===== config.mk =====
export PLATFORM = sky130hd
export DESIGN_NAME = regwb
export DESIGN_NICKNAME = d
export VERILOG_FILES = /design/src/rtl/regwb_pkg.sv /design/src/rtl/regwb_fifo.sv /design/src/rtl/regwb.sv
export SDC_FILE = /design/constraint.sdc
export NUM_CORES = 1
export LEC_CHECK = 0
export BUFFER_PORTS_ARGS = -buffer_cell sky130_fd_sc_hd__buf_2
export CAP_MARGIN = 40
export CORE_MARGIN = 3
export CORE_UTILIZATION = 38
export CTS_CLUSTER_DIAMETER = 30
export CTS_CLUSTER_SIZE = 8
export DETAILED_ROUTE_END_ITERATION = 16
export GPL_TIMING_DRIVEN = 1
export PLACE_DENSITY_LB_ADDON = 0.1
export SLEW_MARGIN = 25
export SYNTH_ARGS = -nofsm -noshare
export SYNTH_HDL_FRONTEND = slang
export SYNTH_SLANG_ARGS = --single-unit
export TNS_END_PERCENT = 30

===== constraint.sdc =====
create_clock -name clk -period 3.4 [get_ports clk]
set_clock_uncertainty 0.15 [all_clocks]
set_input_delay 0.17 -clock clk [delete_from_list [all_inputs] [get_ports clk]]
set_output_delay 0.17 -clock clk [all_outputs]
set_load 0.02 [all_outputs]

===== src/rtl/regwb_pkg.sv =====
// Shared types and constants for the register-file write-back arbiter.
// Latency: n/a (declarations only).
// Backpressure: n/a.
package regwb_pkg;

    localparam int REG_W    = 5;
    localparam int DATA_W   = 32;
    localparam int NUM_REGS = 32;
    localparam logic [REG_W-1:0] ZERO_REG = 5'd0;

    // One register-file write: destination and value
    typedef struct packed {
        logic [REG_W-1:0]  dst;
        logic [DATA_W-1:0] data;
    } wr_req_t;

    // Writes to $zero are swallowed and never tracked
    function automatic logic is_zero_reg(input logic [REG_W-1:0] r);
        return r == ZERO_REG;
    endfunction

endpackage


===== src/rtl/regwb_fifo.sv =====
// Holding FIFO for long-latency results awaiting a write-back slot.
// Latency: a push at the end of cycle N is visible on head in cycle N+1.
// Backpressure: caller must not push when full nor pop when empty; no internal checks.
module regwb_fifo
    import regwb_pkg::*;
#(
    parameter int DEPTH = 4,
    localparam int PTR_W = $clog2(DEPTH),
    localparam int CNT_W = PTR_W + 1
) (
    input  logic             clk,
    input  logic             rst_n,
    input  logic             push,
    input  wr_req_t          push_dat,
    input  logic             pop,
    output wr_req_t          head,
    output logic [CNT_W-1:0] count,
    output logic             full,
    output logic             empty
);

    wr_req_t          mem [DEPTH];
    logic [PTR_W-1:0] wr_ptr;
    logic [PTR_W-1:0] rd_ptr;

    // Storage array: no reset needed, contents are only read when count says valid
    always_ff @(posedge clk) begin
        if (push) mem[wr_ptr] <= push_dat;
    end

    // Pointers wrap naturally (DEPTH is a power of two); count tracks occupancy
    always_ff @(posedge clk or negedge rst_n) begin
        if (!rst_n) begin
            wr_ptr <= '0;
            rd_ptr <= '0;
            count  <= '0;
        end else begin
            if (push) wr_ptr <= wr_ptr + 1'b1;
            if (pop)  rd_ptr <= rd_ptr + 1'b1;
            case ({push, pop})
                2'b10:   count <= count + 1'b1;
                2'b01:   count <= count - 1'b1;
                default: count <= count;
            endcase
        end
    end

    assign head  = mem[rd_ptr];
    assign full  = (count == CNT_W'(DEPTH));
    assign empty = (count == '0);

endmodule


===== src/rtl/regwb.sv =====
// Write-back arbiter owning the register-file write port, plus pending-destination scoreboard.
// Latency: selected write appears on regwrite/wrreg/wrdata next cycle; LU results +2 (+1 via bypass when REGWB_BYPASS_EN).
// Backpressure: lu_ready drops when the FIFO is full; pipe_stall holds the pipe write while a full FIFO drains.
module regwb
    import regwb_pkg::*;
#(
    parameter int DEPTH = 4
) (
    input  logic        clk,
    input  logic        rst_n,
    input  logic        pipe_we,
    input  logic [4:0]  pipe_reg,
    input  logic [31:0] pipe_data,
    output logic        pipe_stall,
    input  logic        lu_valid,
    output logic        lu_ready,
    input  logic [4:0]  lu_reg,
    input  logic [31:0] lu_data,
    input  logic        issue_valid,
    input  logic [4:0]  issue_reg,
    output logic [31:0] pending,
    output logic        regwrite,
    output logic [4:0]  wrreg,
    output logic [31:0] wrdata
);

    localparam int CNT_W = $clog2(DEPTH) + 1;

    wr_req_t          head;
    wr_req_t          lu_req;
    wr_req_t          sel;
    logic [CNT_W-1:0] fifo_count;
    logic             fifo_full;
    logic             fifo_empty;
    logic             sel_vld;
    logic             pop;
    logic             push;
    logic             bypass;
    logic             clr_vld;
    logic [4:0]       clr_reg;

    assign lu_req     = '{dst: lu_reg, data: lu_data};
    assign lu_ready   = (fifo_count != CNT_W'(DEPTH));
    assign pipe_stall = pipe_we && fifo_full;

    // Arbitration: a full FIFO drains first, then the pipe, then queued LU results
    always_comb begin
        sel     = '0;
        sel_vld = 1'b0;
        pop     = 1'b0;
        bypass  = 1'b0;
        if (fifo_full) begin
            sel     = head;
            sel_vld = 1'b1;
            pop     = 1'b1;
        end else if (pipe_we) begin
            sel     = '{dst: pipe_reg, data: pipe_data};
            sel_vld = 1'b1;
        end else if (!fifo_empty) begin
            sel     = head;
            sel_vld = 1'b1;
            pop     = 1'b1;
`ifdef REGWB_BYPASS_EN
        end else if (lu_valid) begin
            sel     = lu_req;
            sel_vld = 1'b1;
            bypass  = 1'b1;
`endif
        end
    end

    // A bypassed LU result never enters the FIFO; scoreboard clear follows whichever LU result is written
    always_comb begin
        push    = lu_valid && lu_ready && !bypass;
        clr_vld = pop || bypass;
        clr_reg = pop ? head.dst : lu_reg;
    end

    regwb_fifo #(.DEPTH(DEPTH)) u_fifo (
        .clk      (clk),
        .rst_n    (rst_n),
        .push     (push),
        .push_dat (lu_req),
        .pop      (pop),
        .head     (head),
        .count    (fifo_count),
        .full     (fifo_full),
        .empty    (fifo_empty)
    );

    // Scoreboard: clear on LU write-back, set on issue; set is applied last so it wins a collision
    always_ff @(posedge clk or negedge rst_n) begin
        if (!rst_n) begin
            pending <= '0;
        end else begin
            if (clr_vld) pending[clr_reg] <= 1'b0;
            if (issue_valid && !is_zero_reg(issue_reg)) pending[issue_reg] <= 1'b1;
        end
    end

    // Output registers: $zero writes are consumed silently; address/data hold between writes
    always_ff @(posedge clk or negedge rst_n) begin
        if (!rst_n) begin
            regwrite <= 1'b0;
            wrreg    <= '0;
            wrdata   <= '0;
        end else begin
            regwrite <= sel_vld && !is_zero_reg(sel.dst);
            if (sel_vld && !is_zero_reg(sel.dst)) begin
                wrreg  <= sel.dst;
                wrdata <= sel.data;
            end
        end
    end

endmodule


==> impl_metrics.py <==
metrics = {
    "critical_path": {
        "crit_path_end_kind": "register",
        "cp.arrival_ps": 3430,
        "cp_num_cells": 9,
        "r2r_slack_ps": 230,
        "crit_fanout": 26,
        "cp_top_family": "buffers and inverters",
        "r2r_cells": 9,
        "crit_type": "reg2reg",
        "worst-path-buf-inv": 4,
        "start_kind": "register",
        "path_cells": "o21ai_0 > nand2_1 > inv_2 > buf_4 > buf_4 > nand3_1 > o21ai_0 > o31ai_1 > dlygate4sd3_1",
        "worstPathRequired_ps": 3660,
        "max_stage_delay_ps": 560,
        "rr_endpoint": "pending[28]",
        "worst_path_max_delay_cell": "dlygate4sd3_1",
        "r2r-start": "u_fifo.count[0]",
    },
    "yosys": {
        "postSynth.asyncResetShare_pct": 34.2,
        "synth.distinct_cells": 52,
        "yosysMostFrequentCell": "edfxtp_1",
        "yosysSeqAreaShare_pct": 67.5,
        "synth_edf_count": 148,
        "synth_top_flop_cell": "edfxtp_1",
        "yosysTopAreaCellShare_pct": 47.1,
        "syn_area_per_cell_um2": 15.7,
        "yosys-top-cells-area": "edfxtp_1 47%, dfrtp_1 20%, mux4_2 8.8%",
        "synth_seq_cells": 225,
        "synthCells": 602,
        "synth_warnings": 0,
        "syn_area_um2": 9430,
        "synth_area_leader_cell": "edfxtp_1",
        "synth_nets": 692,
        "synthTopCellsByCount": "148 x edfxtp_1, 77 x dfrtp_1, 48 x o21ai_0",
    },
    "clock_tree": {
        "cts.sinks": 225,
        "worstSkewPairLatency_ps": 540,
        "numCtsBuffers": 52,
        "clk_pin_slew_ps": 50,
        "cts_buffer_depth": 3,
        "root_buffer": "clkbuf_16",
        "htreeDepth": 2,
        "tritoncts": "yes",
    },
    "power_and_ir_drop": {
        "irDropWorstVdd_mv": 0.507,
        "leakagePower_uw": 0.00520,
        "power.total_uw": 13700,
        "p_per_area_nw_per_um2": 1030,
    },
    "floorplanning": {
        "pin_count": 156,
        "die_area_um2": 26800,
        "die_w_um": 164,
        "initial_core_util_pct": 38.7,
        "rows": 57,
        "fp.coreArea_um2": 24400,
        "die_height_um": 164,
    },
    "global_route": {
        "met3_usage_pct": 4.34,
        "antenna_found_initial": 0,
        "grt_pass1_wl_um": 38700,
        "globalRouteTotalUtil_pct": 18.8,
        "globalRouteMet1Util_pct": 24.7,
        "grt_remaining_overflow": 0,
        "grtUsageMet2_pct": 31.1,
        "grt_max_degree": 42,
        "top_usage_layer": "met2",
        "grt_pass1_vias": 6985,
    },
    "timing": {
        "period_share_pct": 93.1,
        "finalSetupViolCount": 0,
        "rsz0062_at_grt": "no",
        "worstMarginPinSlew_ps": 656,
        "max_freq_ghz": 0.316,
        "period_needed_ps": 3170,
        "final.setup.tns_ps": 0,
        "hold_viol": 0,
        "relSlewSlack_pct": 56.3,
        "final_max_slew_viol_count": 0,
    },
    "placement": {
        "gp_congestion": 0.908,
        "port_buffers": 155,
        "placed_cells": 1062,
        "hpwlAfterDp_um": 15600,
    },
    "cells_and_area": {
        "antennaDiodeCount": 0,
        "area_growth_pct": 41.2,
        "finalNonFillerCells": 1248,
        "drive_gt1_share_pct": 37.1,
        "nets": 970,
    },
    "detailed_routing": {
        "ant_nets": 0,
        "drt-pass1-iter-count": 5,
        "viasPerCell": 5.21,
        "drt_iter0_drc": 546,
        "drc": 0,
        "wl_per_cell_um": 20.1,
        "totalWireLength_um": 25000,
        "vias": 6500,
    },
    "status": {
        "outcome": "finished clean",
    },
    "hold_path": {
        "hold_path_class": "in2async",
    },
    "job": {
        "cap_viol_max_count": 0,
    },
}
==> placed cells by master (no fill, tap or decap), drive strengths merged, types with 4 or more instances in the layout <==
master / netlist / routed
clkinvlp: 0 / 6
inv: 16 / 18
nor2: 44 / 44
nand2: 8 / 8
ha: 5 / 5
a21oi: 35 / 35
o21ai: 49 / 49
nand3: 11 / 11
dfrtp: 77 / 77
clkbuf: 18 / 62
edfxtp: 148 / 148
dlygate4sd3: 0 / 88
o2bb2ai: 4 / 4
a22o: 7 / 7
and3: 6 / 6
nand2b: 6 / 6
mux4: 37 / 37
xnor2: 4 / 4
clkinv: 0 / 19
mux2: 33 / 33
bufinv: 0 / 9
o22ai: 36 / 36
buf: 15 / 169
==> registers in the layout, indices dropped and copies added (netlist names) <==
signal,cells
u_fifo.count,3
wrdata,32
u_fifo.wr_ptr,2
u_fifo.mem,148
u_fifo.rd_ptr,2
wrreg,5
regwrite,1
pending,32
==> metrics by stage <==
stage | util, % | setup WS [ps] | area, um^2 | hold WS [ps]
after floorplan | - | 315 | 9430 | -276
after global placement | 43.2 | 503 | 10500 | 228
after detailed placement | 43.5 | 482 | 10600 | -105
after CTS | 54.6 | 257 | 13300 | 0.918
after global routing | 54.6 | 31.7 | 13300 | 29.7
final | 54.6 | 234 | 13300 | 16.2
==> kinds of logic after synthesis <==
family	Yosys count	synth area share, %
multiplexers	71	13.9
flip-flops	225	67.5
XOR/XNOR	6	0.557
buffers and inverters	49	2.41
AO/OA/AOI/OAI	152	10.0
AND/OR/NAND/NOR	93	4.74
adder cells (fa/ha/maj)	6	0.875
==> tightest hold or removal path, cell delays in order <==
cell and delay, ps:
dlygate4sd3_1 530, buf_4 130, buf_12 230
==> report_power, final <==
part	total, uW	internal, uW	switching (uW)	leakage, uW
Clock	5100	3570	1530	0.000888
Sequential	4230	3810	417	0.00227
Combinational	4350	1850	2500	0.00204
Total	13700	9230	4450	0.00520
==> worst max path at each step <==
| stage | from | end | slack, ps |
|---|---|---|---|
| finish | u_fifo.count[0] | pending[28] | 230 |
| global route | u_fifo.count[0] | pending[24] | 30 |
| CTS | u_fifo.count[0] | pending[24] | 260 |
| detailed placement | u_fifo.rd_ptr[0] | wrdata[18] | 480 |
| global placement | u_fifo.rd_ptr[0] | wrdata[30] | 500 |
| floorplan | u_fifo.count[2] | u_fifo.mem[0][0] | 310 |
==> cell type report <==
class	count	area, um^2
clock buffers	62	1380
clock inverters	36	460
fillers	2030	11100
inverters	16	60.1
multi-input cells	328	2860
flip-flops and latches	225	6370
well taps	324	405
repair buffers	257	1790
==> per-layer routing <==
metal / up-vias / routed length (um)
met4: 0 / 558
li1: 2942 / -
met2: 243 / 12100
met3: 41 / 1530
met5: - / 0
met1: 3274 / 10800
==> what timing repair did <==
| item | 4_1_cts | 5_1_grt |
|---|---|---|
| hold buffers | 88 | 0 |
| endpoints found under the hold margin | 291 | 0 |
| setup buffers | 0 | 0 |
| resized for setup | 0 | 0 |
No activity file was read; power rests on OpenSTA's default activity.
